===== src/rtl/fp_mul_pkg.sv =====
// Shared widths and FSM state type for the sequential significand multiplier.
package fp_mul_pkg;

  localparam int unsigned MANT_W = 24;
  localparam int unsigned PROD_W = 48;
  localparam int unsigned CNT_W  = 5;

  // Counter value of the 24th (final) shift-add iteration.
  localparam logic [CNT_W-1:0] LAST_ITER = CNT_W'(MANT_W - 1);

  typedef enum logic [1:0] {
    StIdle,
    StCalc,
    StDone
  } state_e;

endpackage


===== src/rtl/full_adder.sv =====
// One-bit full adder cell used to build the ripple-carry significand adder.
module full_adder (
  input  logic i_a,
  input  logic i_b,
  input  logic i_c,
  output logic o_sum,
  output logic o_carry
);

  assign o_sum   = i_a ^ i_b ^ i_c;
  assign o_carry = (i_a & i_b) | (i_c & (i_a ^ i_b));

endmodule


===== src/rtl/mant_add_24bits.sv =====
// 24-bit ripple-carry adder built from full_adder cells; carry-out extends the sum to 25 bits.
module mant_add_24bits
  import fp_mul_pkg::*;
(
  input  logic [MANT_W-1:0] i_data_one,
  input  logic [MANT_W-1:0] i_data_two,
  input  logic              i_carry,
  output logic [MANT_W-1:0] o_data,
  output logic              o_carry
);

  // Each stage keeps its own carry scalars so the chain is not one self-referencing vector.
  for (genvar i = 0; i < MANT_W; i++) begin : g_fa
    logic cin;
    logic cout;

    if (i == 0) begin : g_first
      assign cin = i_carry;
    end else begin : g_rest
      assign cin = g_fa[i-1].cout;
    end

    full_adder u_fa (
      .i_a    (i_data_one[i]),
      .i_b    (i_data_two[i]),
      .i_c    (cin),
      .o_sum  (o_data[i]),
      .o_carry(cout)
    );
  end

  assign o_carry = g_fa[MANT_W-1].cout;

endmodule


===== src/rtl/fp_mant_mul_seq.sv =====
// Sequential 24x24 shift-add significand multiplier (24 iterations, one per clock).
// Optional zero-operand bypass enabled by defining FP_MANT_ZERO_BYPASS_EN.
module fp_mant_mul_seq
  import fp_mul_pkg::*;
(
  input  logic              i_clk,
  input  logic              i_rst_n,
  input  logic              i_start,
  input  logic [MANT_W-1:0] i_mant_one,
  input  logic [MANT_W-1:0] i_mant_two,
  output logic              o_ready,
  output logic              o_valid,
  output logic [PROD_W-1:0] o_product,
  output logic              o_norm
);

  state_e             state_q, state_d;
  logic [CNT_W-1:0]   cnt_q, cnt_d;
  logic [MANT_W-1:0]  mcand_q, mcand_d;
  logic [MANT_W-1:0]  mplier_q, mplier_d;
  logic [PROD_W-1:0]  acc_q, acc_d;
  logic [PROD_W-1:0]  prod_q, prod_d;

  logic [MANT_W-1:0]  add_sum;
  logic               add_carry;
  logic [MANT_W:0]    upper;
  logic [PROD_W-1:0]  acc_shift;

  mant_add_24bits u_add (
    .i_data_one(acc_q[PROD_W-1:MANT_W]),
    .i_data_two(mcand_q),
    .i_carry   (1'b0),
    .o_data    (add_sum),
    .o_carry   (add_carry)
  );

  // Upper half plus carry, then the whole {carry, acc} shifted right by one.
  always_comb begin
    upper     = mplier_q[0] ? {add_carry, add_sum} : {1'b0, acc_q[PROD_W-1:MANT_W]};
    acc_shift = {upper, acc_q[MANT_W-1:1]};
  end

  always_comb begin
    state_d  = state_q;
    cnt_d    = cnt_q;
    mcand_d  = mcand_q;
    mplier_d = mplier_q;
    acc_d    = acc_q;
    prod_d   = prod_q;

    case (state_q)
      StIdle: begin
        if (i_start) begin
          mcand_d  = i_mant_one;
          mplier_d = i_mant_two;
          acc_d    = '0;
          cnt_d    = '0;
          state_d  = StCalc;
`ifdef FP_MANT_ZERO_BYPASS_EN
          if (i_mant_one == '0 || i_mant_two == '0) begin
            prod_d  = '0;
            state_d = StDone;
          end
`endif
        end
      end
      StCalc: begin
        acc_d    = acc_shift;
        mplier_d = mplier_q >> 1;
        cnt_d    = cnt_q + CNT_W'(1);
        if (cnt_q == LAST_ITER) begin
          prod_d  = acc_shift;
          state_d = StDone;
        end
      end
      StDone: begin
        state_d = StIdle;
      end
      default: begin
        state_d = StIdle;
      end
    endcase
  end

  always_ff @(posedge i_clk or negedge i_rst_n) begin
    if (!i_rst_n) begin
      state_q  <= StIdle;
      cnt_q    <= '0;
      mcand_q  <= '0;
      mplier_q <= '0;
      acc_q    <= '0;
      prod_q   <= '0;
    end else begin
      state_q  <= state_d;
      cnt_q    <= cnt_d;
      mcand_q  <= mcand_d;
      mplier_q <= mplier_d;
      acc_q    <= acc_d;
      prod_q   <= prod_d;
    end
  end

  assign o_ready   = (state_q == StIdle);
  assign o_valid   = (state_q == StDone);
  assign o_product = prod_q;
  assign o_norm    = prod_q[PROD_W-1];

endmodule


===== config.mk =====
export PLATFORM = sky130hd
export DESIGN_NAME = fp_mant_mul_seq
export DESIGN_NICKNAME = d
export VERILOG_FILES = /design/src/rtl/fp_mul_pkg.sv /design/src/rtl/full_adder.sv /design/src/rtl/mant_add_24bits.sv /design/src/rtl/fp_mant_mul_seq.sv
export SDC_FILE = /design/constraint.sdc
export NUM_CORES = 1
export LEC_CHECK = 0
export ABC_CLOCK_PERIOD_IN_PS = 17800
export BUFFER_PORTS_ARGS = -buffer_cell sky130_fd_sc_hd__buf_2
export CAP_MARGIN = 20
export CORE_MARGIN = 1.5
export CORE_UTILIZATION = 40
export DETAILED_ROUTE_END_ITERATION = 8
export HOLD_SLACK_MARGIN = 0.03
export SYNTH_ARGS = -nofsm -noshare
export SYNTH_HDL_FRONTEND = slang
export SYNTH_SLANG_ARGS = --single-unit

===== constraint.sdc =====
create_clock -name i_clk -period 17.8 [get_ports i_clk]
set_clock_uncertainty 0.15 [all_clocks]
set_input_delay 0.89 -clock i_clk [delete_from_list [all_inputs] [get_ports i_clk]]
set_output_delay 0.89 -clock i_clk [all_outputs]
set_load 0.02 [all_outputs]

# Word level (Yosys, flattened, before mapping)
# Index checks and enable logic that the tools add are counted.
# word_totals
reg_bits	151
wordCells	145
out_inout_bits	51
in_bits	51
# op_classes
n_bitwise	117
add_sub_neg	1
n_reduce_logical	6
eq_ne	5
muxes	10
# ops
operator	n
48-bit case mux with 2 select lines	1
48-bit two-way mux	1
24-bit case mux with 2 select lines	1
1-bit AND	47
1-bit XOR	47
25-bit two-way mux	1
24-bit two-way mux	1
1-bit bitwise OR	23
5-bit case mux with 2 select lines	1
2-bit AND reduction	4
5-bit by 1-bit adder with 5-bit output, second input constant	1
5-bit == test, second input constant	1
5-bit two-way mux	1
2-bit two-way mux	2
2-bit != test, second input constant	2
2-bit case mux with 2 select lines	1
2-bit by 1-bit == test with 1-bit output, second input constant	1
2-bit == test, second input constant	1
2-bit logical NOT	1
2-bit nonzero test	1

# Depth between registers and ports, before layout
# Gate-level depths: netlist of the first run.
# depth
depth_word	49
mapped_depth	28
ltp_nobuf	28

# Hierarchy
# Synthesis of the first run repeated with hierarchy kept, for this count alone.
# hier_totals
hier_cells	608
hier_area_um2	6575.1
# modules_own_cells
module	seq_area_each_um2	n_inst	area_each_um2	cells_per_inst
fp_mant_mul_seq	3753.6	1	6094.6	584
full_adder	0.0	24	20.0	1

# Worst setup path before layout of the first run
# No wires, ideal clock.
# synth_timing
path_kind	reg2reg
start	register acc_q[24]
end	register acc_q[46]
setup_slack_ps	6384
synth_period_minus_slack_ps	11416
required_time_ps	17522
path_buffers	0
stages_incl_launch_ff	29
arrival_time_ps	11139
setup_time_ps	128
cell_sequence	dfrtp_1 > ha_1 > inv_1 > fa_1 > fa_1 > fa_1 > fa_1 > fa_1 > fa_1 > fa_1 > fa_1 > fa_1 > fa_1 > fa_1 > fa_1 > fa_1 > fa_1 > fa_1 > fa_1 > fa_1 > fa_1 > fa_1 > fa_1 > fa_1 > fa_1 > inv_1 > fa_1 > mux2i_1 > o21ai_0
# synth_between
elab_chain_cells	48
# synth_lines
item	line_no	source
start: declaration	fp_mant_mul_seq.sv:21	logic [PROD_W-1:0] acc_q, acc_d;
start signal: assignment	fp_mant_mul_seq.sv:91	acc_q <= '0;
start signal: assignment	fp_mant_mul_seq.sv:98	acc_q <= acc_d;
1-bit AND (2 in a row)	full_adder.sv:11	assign o_carry = (i_a & i_b) | (i_c & (i_a ^ i_b));
1-bit bitwise OR	full_adder.sv:11	
1-bit AND	full_adder.sv:11	
1-bit bitwise OR	full_adder.sv:11	
1-bit AND	full_adder.sv:11	
1-bit bitwise OR	full_adder.sv:11	
1-bit AND	full_adder.sv:11	
1-bit bitwise OR	full_adder.sv:11	
[... 31 more ...]	-	
1-bit bitwise OR	full_adder.sv:11	
1-bit AND	full_adder.sv:11	
1-bit bitwise OR	full_adder.sv:11	
1-bit AND	full_adder.sv:11	
1-bit bitwise OR	full_adder.sv:11	
1-bit XOR	full_adder.sv:10	assign o_sum = i_a ^ i_b ^ i_c;
25-bit two-way mux	fp_mant_mul_seq.sv:39	upper = mplier_q[0] ? {add_carry, add_sum} : {1'b0, acc_q[PROD_W-1:MANT_W]};
48-bit case mux with 2 select lines	fp_mant_mul_seq.sv:51	case (state_q)
# No other way between the ends.
# A chain may end at the register's enable or synchronous reset.

# Final worst setup path of the first run
# layout_timing
start	register acc_q[24]
end	register prod_q[46] (netlist: o_product[46])
# layout_between
elab_chain_cells	47
# layout_lines
item	line_no	source
1-bit AND (2 in a row)	full_adder.sv:11	
1-bit bitwise OR	full_adder.sv:11	
1-bit AND	full_adder.sv:11	
1-bit bitwise OR	full_adder.sv:11	
1-bit AND	full_adder.sv:11	
1-bit bitwise OR	full_adder.sv:11	
1-bit AND	full_adder.sv:11	
1-bit bitwise OR	full_adder.sv:11	
[... 30 more ...]	-	
1-bit AND	full_adder.sv:11	
1-bit bitwise OR	full_adder.sv:11	
1-bit AND	full_adder.sv:11	
1-bit bitwise OR	full_adder.sv:11	
1-bit AND	full_adder.sv:11	
1-bit bitwise OR	full_adder.sv:11	
1-bit XOR	full_adder.sv:10	
25-bit two-way mux	fp_mant_mul_seq.sv:39	
end signal: assignment	fp_mant_mul_seq.sv:99	prod_q <= prod_d;
end: declaration	fp_mant_mul_seq.sv:22	logic [PROD_W-1:0] prod_q, prod_d;
# No other way between the ends.

==> results.txt, run 1 <==
STA classifies the critical path endpoint as a flip-flop. The synthesis warning total is 0. The path class of the lowest-slack min-delay path is in -> async. The top achievable clock speed came out at 84.6 MHz. Data on the critical path arrives at its endpoint at 11.94 ns. Dividing the detail-routed wire length by the instance count gives 15.2 µm.

The average instance in the mapped netlist occupies 10.5 µm². The synthesized netlist contains 31 unique library cells. The initial antenna violation count came out at 0. The placed instances occupy a cell area of 7360 µm². The number of iterations in the first detailed-routing pass came out at 5. Once detailed placement completed, the half-perimeter wirelength came to 9.10 mm.

The accumulated negative setup slack came out at 0 ns. After floorplanning, the core was divided into 47 placement rows. The root buffer selected by CTS is sky130_fd_sc_hd__clkbuf_16. The DRC violation count after routing came out at 0. The layout net count came out at 799. The source-to-sink clock delay at the later pin of the worst-skew pair came out at 0.42 ns. The clock edge transition at the registers on the reported setup and hold paths came out at 0.06 ns.

The final critical path takes up 66.4% of the cycle. The netlist area before placement came out at 6770 µm². The finished layout cell area is 7980 µm².

The cell that appears most often on the critical path is sky130_fd_sc_hd__fa_1. The synthesis-to-finish area growth is 18.0%. The maximum count of clock buffers along a single path came out at 2. Dividing total power by cell area gives a power density of 200 nW/µm².

The worst setup slack before clock tree synthesis is 5.94 ns. The number of endpoints with negative hold slack in the final report came out at 0. The number of global-route vias before repair is 4919. In this run the worst path has a maximum fanout of 3. The clock tree synthesis step divided the H-tree into 4 levels. The count of filler cells inserted in the layout came out at 1543. After technology mapping, the gate count stands at 646.

The number of primary I/O pins came out at 102. In this run the tightest slew margin relative to its limit is 28.8%. Data on the critical path is required at its endpoint by 17.92 ns. The utilization after layout came out at 48.3%. The count of cells in the finished layout, fillers not included, comes to 956. The die covers 17700 µm². The post-route netlist has 22.3% of its cells at a drive strength greater than 1. The maximum ir drop on the vdd rail is 0.0794 mV. Setup repair after global routing left no endpoint under its margin. The worst-path cell with the longest stage delay is sky130_fd_sc_hd__fa_1. Once the clock tree was built, the setup fixing pass inserted 0 buffers. The number of diodes is 0. The proportion of synthesized chip area in sequential cells came out at 55.5%.

The leftover overflow at the end of global routing is 0. The final setup violation count came out at 0. The critical path launch point type is a flip-flop. The clock buffer count from CTS is 17.

The area of the core is 16500 µm². The start of the worst register-to-register path is acc_q[24]$_DFFE_PN0P_. The number of pins exceeding their max-slew limit in the final report is 0.

The number of placed instances, taps included, is 923. The final worst-path setup slack is 5.98 ns. The net count after synthesis is 722.

The initial core utilization came out at 40.9%. The number of violations reported at the end of detailed-routing iteration 0 came out at 195. TritonCTS built the clock tree. The overall routed net length is 14.5 mm. The critical path launch point is acc_q[24]$_DFFE_PN0P_. The cell leakage power came out at 0.00360 µW. The overall fraction of global-route tracks in use is 17.4%.

The worst setup path is of the reg -> reg kind. The detail route stage leaves a number of antenna-violating nets equal to 0. The flow ran to the end, and the final reports show no timing, DRC or antenna violations. The pin count of the biggest net entering global routing came out at 89. The global-route wire length before repair is 24.5 mm.

The weighted congestion at the end of routability-driven global placement is 0.752. Gates resized during post-CTS repair numbered 0. The number of vias per cell after detailed routing came out at 5.07. The synthesized design contains 150 register bits. The die is 133 µm wide.

The total number of vias is 4846. The final period demand of the worst path came out at 11.82 ns. Buffers placed on the I/O ports in this run total 101. The total clock sinks came out at 150. The hold buffer count at cts came out at 0. The critical path's largest stage delay came out at 0.48 ns. The max capacitance violation total is 0.

The height of the die is 133 µm. At the pin with the least slew margin, the transition time is 1.07 ns.
[cell usage after synthesis (all sizes together)]
master	instances	area, µm²
nand2b	1	6.26
o21ai	79	395
clkbuf	23	86.3
o21a	1	7.51
nand3	52	295
nand2	93	349
nor2	25	110
nand4	1	6.26
mux2	31	349
o31ai	15	113
fa	23	460
o22ai	23	144
a21oi	22	110
and4b	1	10.0
mux2i	3	30.0
nor2b	2	12.5
nor3	23	115
nand4b	1	15.0
dfrtp	150	3750
buf	26	169
or3b	1	8.76
nor3b	1	12.5
ha	2	25.0
xor2	1	8.76
inv	46	173
[logic make-up after synthesis]
logic type                 synth area share, %
and+or+nand+nor                           13.9
DFF                                       55.5
AOI/OAI and AO/OA                         11.4
buffers and inverters                     6.32
muxes                                     5.60
adders and majority gates                 7.18
xor gates and xnor gates                 0.129
[power by group]
part           total (µW)  switching, µW  internal, µW
logic                 643            396           247
clock network         365            141           223
registers             586           89.1           497
total                1590            627           967
[routing by layer]
metal | vias up | routed length (µm) | global-route usage (%)
met5 | - | 0 | 0
met4 | 0 | 157 | 4.40
met3 | 17 | 705 | 5.25
met2 | 114 | 7010 | 28.1
met1 | 2389 | 6610 | 23.1
li1 | 2326 | - | -
[sequential cells by signal, summed over array words and instances, names as in the netlist]
| name | count |
|---|---|
| o_product | 48 |
| acc_q | 47 |
| state_q | 2 |
| mplier_q | 24 |
| mcand_q | 24 |
| cnt_q | 5 |
[final timing paths]
check | endpoint | depth (start not counted) | slack [ns]
max | o_product[46]$_DFFE_PN0P_ | 28 | 5.98
min reg2reg | o_product[0]$_DFFE_PN0P_ | 1 | 0.33
max reg2reg | o_product[46]$_DFFE_PN0P_ | 28 | 5.98
min | acc_q[30]$_DFFE_PN0P_ | 1 | 0.31
min in group i_clk | o_product[0]$_DFFE_PN0P_ | 1 | 0.33
max in group asynchronous | o_product[14]$_DFFE_PN0P_ | 3 | 16.08
[critical path, delay by kind of cell (launching register included)]
family | cells | cell delay (ns)
DFF | 1 | 0.36
muxes | 1 | 0.17
buffers and inverters | 2 | 0.15
AOI/OAI and AO/OA | 1 | 0.10
adders and majority gates | 24 | 10.76
[cell type report]
class                      instances  area, µm²  share of cell area [%]
sequential                       150       3750                    47.0
multi-input combinational        401       2610                    32.7
timing repair buffer             107        577                    7.22
clock buffer                      19        443                    5.55
tap                              220        275                    3.45
inverter                          46        173                    2.16
clock inverter                    13        155                    1.94
[cell usage in the layout (no fill, tap or decap), types with 22 or more instances in the layout]
master / instances
sky130_fd_sc_hd__nor3_1: 23
sky130_fd_sc_hd__inv_1: 46
sky130_fd_sc_hd__buf_2: 100
sky130_fd_sc_hd__nor2_1: 24
sky130_fd_sc_hd__fa_1: 23
sky130_fd_sc_hd__o22ai_1: 23
sky130_fd_sc_hd__nand2_1: 93
sky130_fd_sc_hd__a21oi_1: 22
sky130_fd_sc_hd__o21ai_0: 79
sky130_fd_sc_hd__dfrtp_1: 150
sky130_fd_sc_hd__nand3_1: 45
[stage by stage]
stage / hold WS, ns / power (µW)
6_report: 0.306 / 1590
5_1_grt: 0.347 / 1730
4_1_cts: 0.338 / 1620
3_5_place_dp: 0.320 / 1240
3_3_place_gp: 0.317 / 1200
2_1_floorplan: 0.300 / 1060
No activity file was read; power rests on OpenSTA's default activity.
==> run 2, diff against run 1 <==
--- a/config.mk
+++ b/config.mk
@@ -5,7 +5,7 @@
 export SDC_FILE = /design/constraint.sdc
 export NUM_CORES = 1
 export LEC_CHECK = 0
-export ABC_CLOCK_PERIOD_IN_PS = 17800
+export ABC_CLOCK_PERIOD_IN_PS = 10000
 export BUFFER_PORTS_ARGS = -buffer_cell sky130_fd_sc_hd__buf_2
 export CAP_MARGIN = 20
 export CORE_MARGIN = 1.5
==> constraint.sdc (replaced) <==
create_clock -name i_clk -period 10 [get_ports i_clk]
set_clock_uncertainty 0.15 [all_clocks]
set_input_delay 0.5 -clock i_clk [delete_from_list [all_inputs] [get_ports i_clk]]
set_output_delay 0.5 -clock i_clk [all_outputs]
set_load 0.02 [all_outputs]
==> results.txt, run 2 (synthesized netlist as in run 1, its figures left out) <==
The initialized floorplan defines 47 standard-cell rows. The worst reg-to-reg setup slack is 0.22 ns. From bottom edge to top edge, the die measures 133 µm. The total design power came out at 2880 µW.

Across all hold checks on the routed design, the worst slack comes to 0.133 ns. The H-tree level count is 4. Tracing the worst setup path back leads to its startpoint at mcand_q[0]$_DFFE_PN0P_. Along the worst path, the maximum fanout reaches 2. The startpoint identified for the worst register-to-register timing path is mcand_q[0]$_DFFE_PN0P_.

The worst hold path begins at i_mant_two[23]. The critical path's largest stage delay is 0.40 ns. The initial antenna violation count came out at 1. The share of layout cells above drive strength 1 came out at 25.2%. TritonCTS built the clock tree. The number of cells on the worst hold path came out at 3. The number of global-route vias before repair is 4836. The net count of the finished layout is 801. The tool flagged a number of max-cap violations equal to 0. The global-route wire length before repair came out at 24.4 mm.

In this run the worst hold path is classified as in -> reg. The required time of the worst setup path came out at 10.12 ns. The destination of the worst hold path is mplier_q[23]$_DFFE_PN0P_.

The number of endpoints with negative hold slack in the final report came out at 0. The root buffer selected by CTS is sky130_fd_sc_hd__clkbuf_16. The worst register-to-register path ends at o_product[46]$_DFFE_PN0P_. Among the stages of the critical path, the cell type that occurs most often is sky130_fd_sc_hd__fa_2. The worst setup path is captured at a flip-flop. STA classifies the critical path startpoint as a flip-flop.

The maximum count of clock buffers along a single path came out at 2. The synthesis-to-finish area growth came out at 19.1%. The number of primary I/O pins came out at 102. The accumulated negative setup slack is 0 ns. Setup repair after global routing could not meet its margin everywhere. The worst endpoint data arrival time came out at 9.90 ns. Derived from the worst setup path, the maximum achievable clock frequency is 102 MHz. Counting every sink on the clock net gives 150.

The final setup violation count is 0. The die covers 17700 µm². The source-to-sink clock delay at the later pin of the worst-skew pair came out at 0.41 ns. The leading cell type in the layout, fill and taps excluded is sky130_fd_sc_hd__dfrtp_1. The pin count of the biggest net entering global routing came out at 86.

The overall routed net length is 14.4 mm. The clock edge transition at the registers on the reported setup and hold paths is 0.06 ns. The maximum ir drop on the vdd rail is 0.158 mV. The number of port buffers is 101. The DRC violation count after routing came out at 0. The cell leakage power came out at 0.00360 µW. The number of iterations in the first detailed-routing pass is 4. The register with the most flip-flops in the layout has 48 of them. The clock buffer count from CTS came out at 17. The first routing iteration left 259 violations. The final period demand of the worst path came out at 9.78 ns. In the post-route analysis, the smallest setup slack over all paths is 0.224 ns.

The die width is 133 µm. The post-route fraction of the period consumed by the critical path is 97.8%. The count of antenna-violating nets left after detailed routing came out at 0. The routed layout has 4843 vias.

The initial core utilization is 40.9%. The library cells used most frequently in the layout, excluding fill and tap cells, are 150 x sky130_fd_sc_hd__dfrtp_1, 100 x sky130_fd_sc_hd__buf_2, 93 x sky130_fd_sc_hd__nand2_1. In this run the tightest slew margin relative to its limit is 27.4%. The worst register-to-register path has a depth of 28. The critical path is of the reg -> reg type. For this design, the slowest cell found on the critical path is sky130_fd_sc_hd__fa_2. Global routing finished with a remaining overflow of 0. Global routing used 17.3% of the available tracks.

The worst setup slack before clock tree synthesis came out at -0.306 ns. The number of pins exceeding their max-slew limit in the final report came out at 0. The area of the core is 16500 µm². The weighted congestion at the end of routability-driven global placement is 0.720. Dividing total power by cell area gives a power density of 357 nW/µm². The flow ran to the end, and the final reports show no timing, DRC or antenna violations. In this run the cell area measured after placement is 7440 µm². The detailed placement HPWL is 9.01 mm. The actual slew at the worst max-slew pin is 1.09 ns. The finished layout cell area came out at 8060 µm².

The number of vias per cell after detailed routing came out at 5.06. The wire length per cell after detailed routing is 15.1 µm.
run 2: layer usage:
layer	GRT usage [%]	share of wire (%)	up-vias
met3	5.17	5.0	14
met5	0	0	-
met1	24.0	47	2390
met4	4.82	1.4	0
met2	26.4	46	108
li1	-	-	2331
run 2: report_power, final:
| part | switching (µW) | internal [µW] | leakage [µW] |
|---|---|---|---|
| logic | 717 | 469 | 0.00152 |
| clock network | 238 | 409 | 0.000292 |
| registers | 161 | 885 | 0.00180 |
run 2: worst max path at each step:
stage	endpoint	slack [ns]
3_3_place_gp	acc_q[46]$_DFFE_PN0P_	-0.23
2_1_floorplan	acc_q[46]$_DFFE_PN0P_	0.003
4_1_cts	o_product[46]$_DFFE_PN0P_	0.05
5_1_grt	o_product[46]$_DFFE_PN0P_	-0.06
6_report	o_product[46]$_DFFE_PN0P_	0.22
3_5_place_dp	o_product[46]$_DFFE_PN0P_	-0.31
run 2: critical path, delay by kind of cell, from the launching register on:
| kind | cells | cell delay (ns) |
|---|---|---|
| adders and majority gates | 24 | 8.69 |
| DFF | 1 | 0.35 |
| buffers and inverters | 2 | 0.12 |
| AOI/OAI and AO/OA | 1 | 0.09 |
| muxes | 1 | 0.20 |
run 2: timing repair:
item / in CTS / in global routing
cloned: 0 / 0
endpoints found under the hold margin: 74 / 0
pin swaps: 13 / 23
resized for setup: 1 / 2
hold buffers: 1 / 0
setup buffers: 0 / 1
setup endpoints to repair: 3 / 2
run 2: layout make-up:
cell class | instances | area (µm²)
sequential | 150 | 3750
fill | 1527 | 8460
tap | 220 | 275
antenna | 1 | 2.50
multi-input combinational | 401 | 2660
clock buffer | 22 | 474
clock inverter | 9 | 125
inverter | 46 | 173
timing repair buffer | 109 | 594
run 2: per-stage QoR:
stage	instances	util (%)
floorplan	646	-
global placement	923	44.8
detailed placement	924	45.0
CTS	956	48.7
global route	957	48.8
finish	958	48.8
==> run 3, diff against run 2 <==
--- a/config.mk
+++ b/config.mk
@@ -10,7 +10,9 @@
 export CAP_MARGIN = 20
 export CORE_MARGIN = 1.5
 export CORE_UTILIZATION = 40
+export CTS_CLUSTER_DIAMETER = 120
 export DETAILED_ROUTE_END_ITERATION = 8
+export GPL_TIMING_DRIVEN = 0
 export HOLD_SLACK_MARGIN = 0.03
 export SYNTH_ARGS = -nofsm -noshare
 export SYNTH_HDL_FRONTEND = slang
==> results.txt, run 3 (synthesized netlist as in run 1, its figures left out) <==
The final setup violation count came out at 0. Excluding fillers, the count of instances in the completed layout stands at 1002. The largest fanout on the critical path came out at 2. Counting the fill cells in the layout gives 1507. The critical path launch point type is a flip-flop. The worst reg-to-reg setup slack came out at 0.33 ns.

At the pin with the least slew margin, the transition time is 0.601 ns. The utilization after layout came out at 50.4%. The total power divided by cell area came out at 363 nW/µm². For this design the top-level I/O count stands at 102. The maximum count of clock buffers along a single path came out at 2. The first global-routing pass estimated 27.7 mm of wire.

For this run, the slowest stage of the critical path takes 0.40 ns. The max capacitance violation total is 0. The flip-flop count of the largest register, all copies and words added came out at 48. The internal power contribution is 1850 µW. The finished layout cell area came out at 8320 µm².

The startpoint identified for the worst hold timing path is i_mant_one[20]. The first detailed-routing pass ran for 6 iterations. The H-tree level count came out at 4. The post-route netlist has 26.1% of its cells at a drive strength greater than 1. The number of violations reported at the end of detailed-routing iteration 0 is 389.

During placement, the flow inserted port buffers numbering 101. In the routed design, unresolved DRC markers number 0. The start of the worst register-to-register path is acc_q[24]$_DFFE_PN0P_.

The total clock sinks is 150. After global routing the overflow that remains totals 0. After detailed routing, the total wire length is 16.3 mm.

The detailed placement HPWL is 11.6 mm. The number of global-route vias before repair is 5468. The worst register-to-register path ends at o_product[46]$_DFFE_PN0P_. The final period demand of the worst path is 9.67 ns. The area of the core came out at 16500 µm². Counting stages on the worst path, the most repeated cell is sky130_fd_sc_hd__fa_2. For this run, the total global-route usage over all layers was measured as 19.9%. The source-to-sink clock delay at the later pin of the worst-skew pair came out at 0.42 ns. The switching power summed over all nets is 1170 µW.

The flow ran to the end, and the final reports show no timing, DRC or antenna violations. The worst endpoint data arrival time is 9.82 ns. The number of cells on the worst hold path is 3. The total design power came out at 3020 µW. The relative slew slack is 59.9%.

The total number of vias is 5170. The number of cells in the design after placement came out at 968. The height of the die came out at 133 µm. For hold timing, the worst endpoint is mcand_q[20]$_DFFE_PN0P_. Of the total power, the share spent switching nets is 38.7%. The tightest min-delay check is of the in -> reg type. The count of antenna-violating nets left after detailed routing came out at 0. The maximum ir drop on the vdd rail came out at 0.156 mV. The cell leakage power is 0.00374 µW. The die width is 133 µm. Static timing analysis puts the maximum clock frequency at 103 MHz. The number of cell rows came out at 47. Combinational logic is responsible for 41.5% of the overall power. Across all hold checks on the routed design, the worst slack comes to 0.129 ns. The layout net count is 846. The endpoint type of the worst setup path is a flip-flop. Setup repair after global routing left no endpoint under its margin.

The worst setup path is of the reg -> reg kind. The required time of the worst setup path is 10.15 ns. The number of vias per cell after detailed routing is 5.16.

The floorplan step defined a die boundary enclosing 17700 µm². The placed instances occupy a cell area of 7630 µm². The number of endpoints with negative hold slack in the final report is 0. The library cells used most frequently in the layout, excluding fill and tap cells, are 150 x sky130_fd_sc_hd__dfrtp_1, 115 x sky130_fd_sc_hd__buf_2, 93 x sky130_fd_sc_hd__nand2_1. The repair_antennas step left the layout with diodes totalling 0. The clock tree from TritonCTS is done.

The pin count of the biggest net entering global routing is 89. The sequential group share of total power came out at 34.6%. The post-route fraction of the period consumed by the critical path is 96.7%. The number of pins exceeding their max-slew limit in the final report is 0. The clock network power share is 23.9%. The weighted congestion at the end of routability-driven global placement came out at 0.783. From synthesis to final layout, the design area changed by 23.0%. The initial antenna violation count is 0. The initial core utilization came out at 40.9%. The largest individual stage delay along the critical path comes from the cell sky130_fd_sc_hd__fa_2. The leading cell type in the layout, fill and taps excluded is sky130_fd_sc_hd__dfrtp_1. The clock edge transition at the registers on the reported setup and hold paths came out at 0.06 ns. The wire length per cell after detailed routing is 16.3 µm. The tree is rooted in a sky130_fd_sc_hd__clkbuf_16.

The worst reg2reg path depth is 28. TritonCTS created 17 clock buffers.
run 3: cell types whose count changed in the layout (fill, tap and decap cells not counted), moves of 2 or more:
cell                         before  now
sky130_fd_sc_hd__buf_6            1    5
sky130_fd_sc_hd__buf_2          100  115
sky130_fd_sc_hd__bufinv_16        3    6
sky130_fd_sc_hd__buf_4            6    8
sky130_fd_sc_hd__clkinvlp_4       2    0
sky130_fd_sc_hd__clkbuf_1         2   25
run 3: power by group through the flow:
| stage | logic (µW) | clock network (µW) | registers (µW) |
|---|---|---|---|
| 6_report | 1250 | 721 | 1040 |
| 5_1_grt | 1430 | 759 | 1080 |
| 4_1_cts | 1260 | 734 | 1040 |
| 3_5_place_dp | 1250 | 0 | 1050 |
| 3_3_place_gp | 1200 | 0 | 1040 |
| 2_1_floorplan | 799 | 0 | 1110 |
run 3: metal layers:
metal / GRT usage (%) / up-vias / wire (µm)
met4: 6.78 / 0 / 269
met2: 32.4 / 136 / 7900
met5: 0 / - / 0
li1: - / 2426 / -
met3: 4.98 / 20 / 892
met1: 26.1 / 2588 / 7280
run 3: critical path, delay by kind of cell, from the launching register on:
family / cells / cell delay (ns)
AOI/OAI and AO/OA: 1 / 0.09
DFF: 1 / 0.36
buffers and inverters: 2 / 0.11
adders and majority gates: 24 / 8.63
muxes: 1 / 0.19
run 3: worst max-delay path by stage:
stage                                from                   endpoint  slack, ns
floorplan           acc_q[24]$_DFFE_PN0P_      acc_q[46]$_DFFE_PN0P_      0.003
global placement    acc_q[24]$_DFFE_PN0P_      acc_q[46]$_DFFE_PN0P_      -0.29
detailed placement  acc_q[24]$_DFFE_PN0P_      acc_q[46]$_DFFE_PN0P_      -0.28
CTS                 acc_q[24]$_DFFE_PN0P_      acc_q[46]$_DFFE_PN0P_      0.008
global route        acc_q[24]$_DFFE_PN0P_  o_product[46]$_DFFE_PN0P_       0.02
finish              acc_q[24]$_DFFE_PN0P_  o_product[46]$_DFFE_PN0P_       0.33
run 3: layout make-up:
class,count,area [µm²],share of cell area (%)
multi-input combinational,401,2640,31.7
tap,220,275,3.31
sequential,150,3750,45.1
clock inverter,10,200,2.41
timing repair buffer,105,564,6.78
inverter,46,173,2.08
clock buffer,21,460,5.53
buffer,49,255,3.07
run 3: timing repair:
action,4_1_cts,5_1_grt
setup buffers,1,1
pin swaps,8,16
resized for setup,0,3
gates cloned,0,0
endpoints found under the hold margin,62,0
setup endpoints to repair,6,6
hold buffers,1,0
run 3: metrics by stage:
step,TNS (ns),worst slack (ns)
after detailed placement,-0.863,-0.282
final,0,0.335
after floorplan,0,0.00278
after global routing,0,0.0226
after global placement,-0.832,-0.293
after CTS,0,0.00818
